## config.mk

```make
export PLATFORM = sky130hd
export DESIGN_NAME = shk_uart_wr_arbiter_flat
export DESIGN_NICKNAME = d
export VERILOG_FILES = /design/src/rtl/shk_uart_wr_arbiter_pkg.sv /design/src/rtl/shk_uart_wr_arbiter_if.sv /design/src/rtl/shk_uart_wr_arbiter_rr.sv /design/src/rtl/shk_uart_wr_arbiter.sv /design/src/flat_wrapper.sv
export SDC_FILE = /design/constraint.sdc
export NUM_CORES = 1
export LEC_CHECK = 0
export BUFFER_PORTS_ARGS = -buffer_cell sky130_fd_sc_hd__buf_2
export CAP_MARGIN = 5
export CORE_UTILIZATION = 46
export DETAILED_ROUTE_END_ITERATION = 6
export PLACE_DENSITY = 0.85
export SYNTH_ARGS = -nofsm -noshare
export SYNTH_HDL_FRONTEND = slang
export SYNTH_HIERARCHICAL = 1
export SYNTH_SLANG_ARGS = --single-unit
```

## constraint.sdc

```tcl
create_clock -name i_sys_clk -period 4.2 [get_ports i_sys_clk]
set_input_delay 0.84 -clock i_sys_clk [delete_from_list [all_inputs] [get_ports i_sys_clk]]
set_output_delay 0.84 -clock i_sys_clk [all_outputs]
set_load 0.05 [all_outputs]
```

## src/rtl/shk_uart_wr_arbiter_pkg.sv

```systemverilog
// shk_uart_pkg: shared FSM states, width helper and phase encoding for the shake-write UART arbiter
package shk_uart_pkg;

    typedef enum logic [2:0] {IDLE, ADDR, DATA, DONE, ERR} state_t;

    // Phase encoding on the UART port: bit0 = valid, bit1 = msync
    localparam logic [1:0] PH_NONE = 2'b00;
    localparam logic [1:0] PH_ADDR = 2'b01;
    localparam logic [1:0] PH_DATA = 2'b11;

    function automatic int shk_log2(input int n);
        int r;
        r = 1;
        while ((1 << r) < n) r++;
        return r;
    endfunction

    function automatic logic [1:0] shk_phase(input state_t s);
        return s == ADDR ? PH_ADDR : s == DATA ? PH_DATA : PH_NONE;
    endfunction

endpackage

```

## src/rtl/shk_uart_wr_arbiter_if.sv

```systemverilog
// shk_uart_wr_arbiter_if: shake-write UART port (addr byte with valid, data byte with msync, ready per byte)
interface shk_uart_wr_arbiter_if #(
    parameter int WD_SHK_ADDR = 8,
    parameter int WD_SHK_DATA = 8
);
    logic                   wr_valid;
    logic                   wr_msync;
    logic                   wr_ready;
    logic [WD_SHK_ADDR-1:0] wr_maddr;
    logic [WD_SHK_DATA-1:0] wr_mdata;

    modport master (output wr_valid, wr_msync, wr_maddr, wr_mdata, input wr_ready);
    modport slave  (input wr_valid, wr_msync, wr_maddr, wr_mdata, output wr_ready);
endinterface

```

## src/rtl/shk_uart_wr_arbiter_rr.sv

```systemverilog
// shk_rr_arbiter: combinational round-robin picker, first set request searching upward from ptr+1 with wrap
module shk_rr_arbiter import shk_uart_pkg::*; #(
    parameter  int NB_REQ = 4,
    localparam int WI     = shk_log2(NB_REQ)
) (
    input  logic [NB_REQ-1:0] req,
    input  logic [WI-1:0]     ptr,
    output logic [NB_REQ-1:0] onehot,
    output logic [WI-1:0]     idx,
    output logic              any
);
    always_comb begin
        onehot = '0;
        idx    = '0;
        any    = 1'b0;
        for (int i = 1; i <= NB_REQ; i++) begin
            if (!any && req[(int'(ptr) + i) % NB_REQ]) begin
                any                                = 1'b1;
                onehot[(int'(ptr) + i) % NB_REQ]   = 1'b1;
                idx                                = WI'((int'(ptr) + i) % NB_REQ);
            end
        end
    end
endmodule

```

## src/rtl/shk_uart_wr_arbiter.sv

```systemverilog
// shk_uart_wr_arbiter: round-robin sharing of one shake-write UART TX among NB_REQ (addr, data) requesters.
// Define SHK_UART_ARB_TIMEOUT_EN to abort a phase after NB_TIMEOUT cycles without ready.
module shk_uart_wr_arbiter import shk_uart_pkg::*; #(
    parameter  int NB_REQ      = 4,
    parameter  int WD_SHK_DATA = 8,
    parameter  int WD_SHK_ADDR = 8,
    parameter  int NB_TIMEOUT  = 24000,
    localparam int WI          = shk_log2(NB_REQ)
) (
    input  logic                          i_sys_clk,
    input  logic                          i_sys_reset,
    input  logic [NB_REQ-1:0]             s_req_valid,
    input  logic [NB_REQ*WD_SHK_ADDR-1:0] s_req_addr,
    input  logic [NB_REQ*WD_SHK_DATA-1:0] s_req_data,
    output logic [NB_REQ-1:0]             s_req_grant,
    output logic [NB_REQ-1:0]             s_req_done,
    output logic [NB_REQ-1:0]             s_req_err,
    shk_uart_wr_arbiter_if.master         m_shk,
    output logic                          o_busy,
    output logic [WI-1:0]                 o_grant_idx
);
    state_t            state_q, state_d;
    logic [WI-1:0]     ptr_q, pick_idx;
    logic [NB_REQ-1:0] pick_oh, win_oh;
    logic              pick_any, first_q, rdy, tmo;

    shk_rr_arbiter #(.NB_REQ(NB_REQ)) u_rr (
        .req    (s_req_valid),
        .ptr    (ptr_q),
        .onehot (pick_oh),
        .idx    (pick_idx),
        .any    (pick_any)
    );

    // first_q marks a phase entry cycle, where a ready pulse belongs to the previous byte
    assign rdy    = m_shk.wr_ready && !first_q;
    assign win_oh = NB_REQ'(1) << o_grant_idx;
    assign o_busy = state_q != IDLE;

`ifdef SHK_UART_ARB_TIMEOUT_EN
    localparam int CW = $clog2(NB_TIMEOUT + 1);
    logic [CW-1:0] cnt_q;
    always_ff @(posedge i_sys_clk)
        cnt_q <= (i_sys_reset || state_d != state_q) ? '0 : cnt_q + 1'b1;
    assign tmo = cnt_q == CW'(NB_TIMEOUT - 1);
`else
    assign tmo = 1'b0;
`endif

    always_comb begin
        state_d = state_q;
        unique case (state_q)
            IDLE:    state_d = pick_any ? ADDR : IDLE;
            ADDR:    state_d = rdy ? DATA : tmo ? ERR : ADDR;
            DATA:    state_d = rdy ? DONE : tmo ? ERR : DATA;
            default: state_d = IDLE;
        endcase
        s_req_grant = (state_q == IDLE && !i_sys_reset) ? pick_oh : '0;
        s_req_done  = state_q == DONE ? win_oh : '0;
        s_req_err   = state_q == ERR ? win_oh : '0;
        {m_shk.wr_msync, m_shk.wr_valid} = shk_phase(state_q);
    end

    always_ff @(posedge i_sys_clk) begin
        if (i_sys_reset) begin
            state_q        <= IDLE;
            ptr_q          <= WI'(NB_REQ - 1);
            o_grant_idx    <= '0;
            first_q        <= 1'b0;
            m_shk.wr_maddr <= '0;
            m_shk.wr_mdata <= '0;
        end else begin
            state_q <= state_d;
            first_q <= state_d != state_q;
            if (state_q == IDLE && pick_any) begin
                o_grant_idx    <= pick_idx;
                m_shk.wr_maddr <= s_req_addr[pick_idx*WD_SHK_ADDR +: WD_SHK_ADDR];
                m_shk.wr_mdata <= s_req_data[pick_idx*WD_SHK_DATA +: WD_SHK_DATA];
            end
            if (state_q == DONE || state_q == ERR)
                ptr_q <= o_grant_idx;
        end
    end
endmodule

```

## src/flat_wrapper.sv

```systemverilog
// flat-port wrapper written by rule: the top's interface ports become plain ports
module shk_uart_wr_arbiter_flat import shk_uart_pkg::*;
#(
    parameter  int NB_REQ      = 4,
    parameter  int WD_SHK_DATA = 8,
    parameter  int WD_SHK_ADDR = 8,
    parameter  int NB_TIMEOUT  = 24000,
    localparam int WI          = shk_log2(NB_REQ)
)
  (i_sys_clk, i_sys_reset, s_req_valid, s_req_addr, s_req_data, s_req_grant, s_req_done, s_req_err, o_busy, o_grant_idx, m_shk_wr_valid, m_shk_wr_msync, m_shk_wr_maddr, m_shk_wr_mdata, m_shk_wr_ready);
  shk_uart_wr_arbiter_if #(.WD_SHK_ADDR(WD_SHK_ADDR), .WD_SHK_DATA(WD_SHK_DATA)) m_shk_i ();
  input  logic i_sys_clk;
  input  logic i_sys_reset;
  input  logic [NB_REQ-1:0] s_req_valid;
  input  logic [NB_REQ*WD_SHK_ADDR-1:0] s_req_addr;
  input  logic [NB_REQ*WD_SHK_DATA-1:0] s_req_data;
  output logic [NB_REQ-1:0] s_req_grant;
  output logic [NB_REQ-1:0] s_req_done;
  output logic [NB_REQ-1:0] s_req_err;
  output logic o_busy;
  output logic [WI-1:0] o_grant_idx;
  output wire logic [$bits(m_shk_i.wr_valid)-1:0] m_shk_wr_valid;
  output wire logic [$bits(m_shk_i.wr_msync)-1:0] m_shk_wr_msync;
  output wire logic [$bits(m_shk_i.wr_maddr)-1:0] m_shk_wr_maddr;
  output wire logic [$bits(m_shk_i.wr_mdata)-1:0] m_shk_wr_mdata;
  input wire logic [$bits(m_shk_i.wr_ready)-1:0] m_shk_wr_ready;
  assign m_shk_wr_valid = m_shk_i.wr_valid;
  assign m_shk_wr_msync = m_shk_i.wr_msync;
  assign m_shk_wr_maddr = m_shk_i.wr_maddr;
  assign m_shk_wr_mdata = m_shk_i.wr_mdata;
  assign m_shk_i.wr_ready = m_shk_wr_ready;
  shk_uart_wr_arbiter #(.NB_REQ(NB_REQ), .WD_SHK_DATA(WD_SHK_DATA), .WD_SHK_ADDR(WD_SHK_ADDR), .NB_TIMEOUT(NB_TIMEOUT)) u_core (.i_sys_clk(i_sys_clk), .i_sys_reset(i_sys_reset), .s_req_valid(s_req_valid), .s_req_addr(s_req_addr), .s_req_data(s_req_data), .s_req_grant(s_req_grant), .s_req_done(s_req_done), .s_req_err(s_req_err), .m_shk(m_shk_i), .o_busy(o_busy), .o_grant_idx(o_grant_idx));
endmodule
```

==> reports/results.ini <==
[timing]
setup_viol=0
slew_viol_final=0
min_period_over_period_pct=94.19
max_freq_ghz=0.2528
tns_ns=0
max_slew_margin_pct=18.77
skew_ns=0.002084
worstMarginPinSlew_ns=1.218
finalHoldViolations=0
period_minus_slack_ns=3.956
rsz0062_at_grt=no

[die]
die_h_um=67.89
dieArea_um2=4608
pin_count=104
dieWidth_um=67.89
rows=23
start_util_pct=48.87
core_um2=4086

[drt]
via_per_inst=5.947
wire_per_inst_um=16.26
ant_nets=0
wl_um=5497
drt_iter0_drc=113
drc=0
vias=2010
dr.pass1.iters=4

[synthesis]
syn_area_um2=1997
seq_area_frac_synth_pct=23.06
yosys_warnings=6
yosysUniqueCellTypes=44
syn_area_per_cell_um2=10.09
yosys.area_share.simple_pct=14.97
yosys_register_bits=23
ys.flop_type=dfxtp_1
synth_edf_count=0
synthAdderAreaFrac_pct=8.145
synth_top_family_by_area=multiplexers
synth-xor-area-share_pct=0
synthCells=198
synth_compound_area_share_pct=20.24
synthArstFlopShare_pct=0
synthMuxAreaShare_pct=24.19

[setup_path]
worstPathCellList=inv_1 > ha_1 > inv_1 > a31oi_1 > o31ai_1 > or3_1 > and2_1 > buf_2
crit_slowest_cell=dfxtp_1
setup.worst_path.class=reg -> out
worstSetupEndpointType=output pin
crit_top_cell=inv_1
cp_slowest_stage_delay_ns=0.60
rrSetupSlack_ns=0.68
cp_top_family=buffers and inverters
crit_required_ns=3.36
worst-r2r-cell-count=8
arrival_ns=3.12
r2r-start=u_core/ptr_q[1]
critPathMaxFanout=11
path_buf_inv=3
startpoint_type=register
worstReg2RegEnd=u_core/m_shk.wr_maddr[6]

[global_routing]
globalRouteOverflowTotal=0
grt_max_degree=18
antenna_found_initial=0
grt_pass1_wl_um=7893
grt_pass1_vias=1659
grtUsageTotal_pct=22.39

[clock_tree]
ctsHoldBuffers=0
cts-root-buf=clkbuf_8
post_cts_buffers=0
clk_pin_slew_ns=0.08
cts_made_buffers=3
clk_latency_ns=0.26
cts.sinks=23
htree_levels=1
cts_buffer_depth=2
postCtsResizedCells=0
cts_tree=yes

[layout]
seq_area_um2=460.4
multiInputGateArea_um2=1386
drive_above_1_share_pct=42.01
fillCellCount=357
final_core_util_pct=61.70
fin_nets=373
syn_to_final_growth_pct=26.25
antenna_cells=0

[job]
maxCapViolCount=0

[run_status]
run_status=complete, no violations

[min_path]
min_to=u_core/m_shk.wr_maddr[7]
min_delay_path_depth=1
hold_path_class=reg -> reg
hp-start=u_core/m_shk.wr_maddr[7]

[power]
p_clk_share_pct=15.7
peakVddDrop_v=0.0002549
seqPwrFrac_pct=33.3
p_leak_nw=1.232
internal_power_mw=0.4764
p_sw_share_pct=43.45
p_sw_mw=0.3661
combinationalPowerShare_pct=51.1
power_density_nw_per_um2=334.1

[place]
hpwl_um=4233
portBuffers=99
gp_congestion=0.9131

[worst reg2reg max path, stage by stage, from the launching register on]
cell,delay (ns)
dfxtp_1,0.60
inv_1,0.26
ha_1,0.55
inv_1,0.21
a311o_1,0.34
a221oi_4,0.25
buf_4,0.35
mux4_1,0.63
a22o_1,0.21
[logic make-up (layout without fill, tap and decap cells)]
logic type	after synthesis	after routing
AND/OR/NAND/NOR	54	54
adder cells (fa/ha/maj)	13	13
multiplexers	23	23
flip-flops	23	23
other	1	4
buffers and inverters	32	119
AO/OA/AOI/OAI	52	52
[worst max path at each step]
| stage | slack, ns | depth (start not counted) | from | end |
|---|---|---|---|---|
| 2_1_floorplan | 0.81 | 10 | u_core/ptr_q[0] | s_req_grant[1] |
| 5_1_grt | 0.04 | 8 | u_core/ptr_q[1] | s_req_grant[1] |
| 3_3_place_gp | 0.58 | 8 | u_core/ptr_q[1] | s_req_grant[1] |
| 3_5_place_dp | 0.61 | 8 | u_core/ptr_q[1] | s_req_grant[1] |
| 6_report | 0.24 | 8 | u_core/ptr_q[1] | s_req_grant[1] |
| 4_1_cts | 0.31 | 8 | u_core/ptr_q[1] | s_req_grant[1] |
[cell usage after synthesis (2+ instances only)]
| cell | n | area share [%] |
|---|---|---|
| nor3b_1 | 2 | 0.75 |
| nand3_1 | 3 | 0.75 |
| a2111o_1 | 4 | 2.3 |
| nand2_1 | 12 | 2.3 |
| mux2i_1 | 4 | 2.0 |
| nor4bb_1 | 3 | 1.5 |
| buf_6 | 3 | 1.7 |
| o31ai_1 | 4 | 1.5 |
| nand3b_1 | 2 | 0.75 |
| nand2b_1 | 3 | 0.94 |
| dfxtp_1 | 23 | 23 |
| inv_1 | 13 | 2.4 |
| buf_4 | 4 | 1.5 |
| mux4_1 | 7 | 9.2 |
| and2_1 | 4 | 1.3 |
| ha_1 | 13 | 8.1 |
| or3_1 | 4 | 1.3 |
| nand4_1 | 6 | 1.9 |
| o21ai_0 | 2 | 0.50 |
| mux4_2 | 11 | 12 |
| nor2_1 | 10 | 1.9 |
| buf_2 | 8 | 2.0 |
| a21oi_1 | 9 | 2.3 |
| a22o_1 | 16 | 7.0 |
| a211oi_1 | 3 | 1.1 |
| clkbuf_1 | 3 | 0.56 |
| a31oi_1 | 5 | 1.6 |
[cells in the final DEF, fill, tap and decap left out, types with 6 or more instances in the layout]
cell type  Yosys  routed
nand2_1       12      12
a22o_1        16      16
nand4_1        6       6
mux4_1         7       7
dfxtp_1       23      23
buf_2          8      99
mux4_2        11      11
inv_1         13      13
nor2_1        10      10
ha_1          13      13
a21oi_1        9       9
[per-stage QoR]
stage | total power [mW] | worst slack [ns] | area (um2) | hold slack, ns | instances
final | 0.8424 | 0.2440 | 2521 | 0.4798 | 338
after CTS | 0.8429 | 0.3080 | 2521 | 0.4820 | 338
after global placement | 0.7047 | 0.5816 | 2476 | 0.4565 | 334
after floorplan | 0.6162 | 0.8086 | 2008 | 0.5436 | 201
after global routing | 0.8818 | 0.04276 | 2521 | 0.4884 | 338
after detailed placement | 0.7124 | 0.6095 | 2476 | 0.4596 | 334
[final cells by class]
type                       count  share of cell area [%]
sequential                    23                   18.26
timing repair buffer         102                   20.55
clock buffer                   4                   1.787
inverter                      13                   1.935
multi-input combinational    146                   54.99
tap                           50                   2.481
[power groups by stage]
stage	clock network (mW)	registers (mW)	logic (mW)
2_1_floorplan	0	0.379	0.237
3_3_place_gp	0	0.283	0.421
3_5_place_dp	0	0.285	0.427
4_1_cts	0.134	0.280	0.429
5_1_grt	0.142	0.284	0.455
6_report	0.132	0.280	0.430
[flip-flops by register name (all words and copies together) (netlist names)]
name,cells
u_core/o_grant_idx,2
u_core/first_q,1
u_core/m_shk.wr_maddr,8
u_core/ptr_q,2
u_core/state_q,2
u_core/m_shk.wr_mdata,8
[per-layer routing]
layer	global-route usage (%)	routed length [um]	part of all wire, %
met5	0	0	0
met4	3.125	0	0
met3	4.333	365	6.6
met2	37.25	2787	51
met1	30.65	2344	43
No activity file was read; power rests on OpenSTA's default activity.
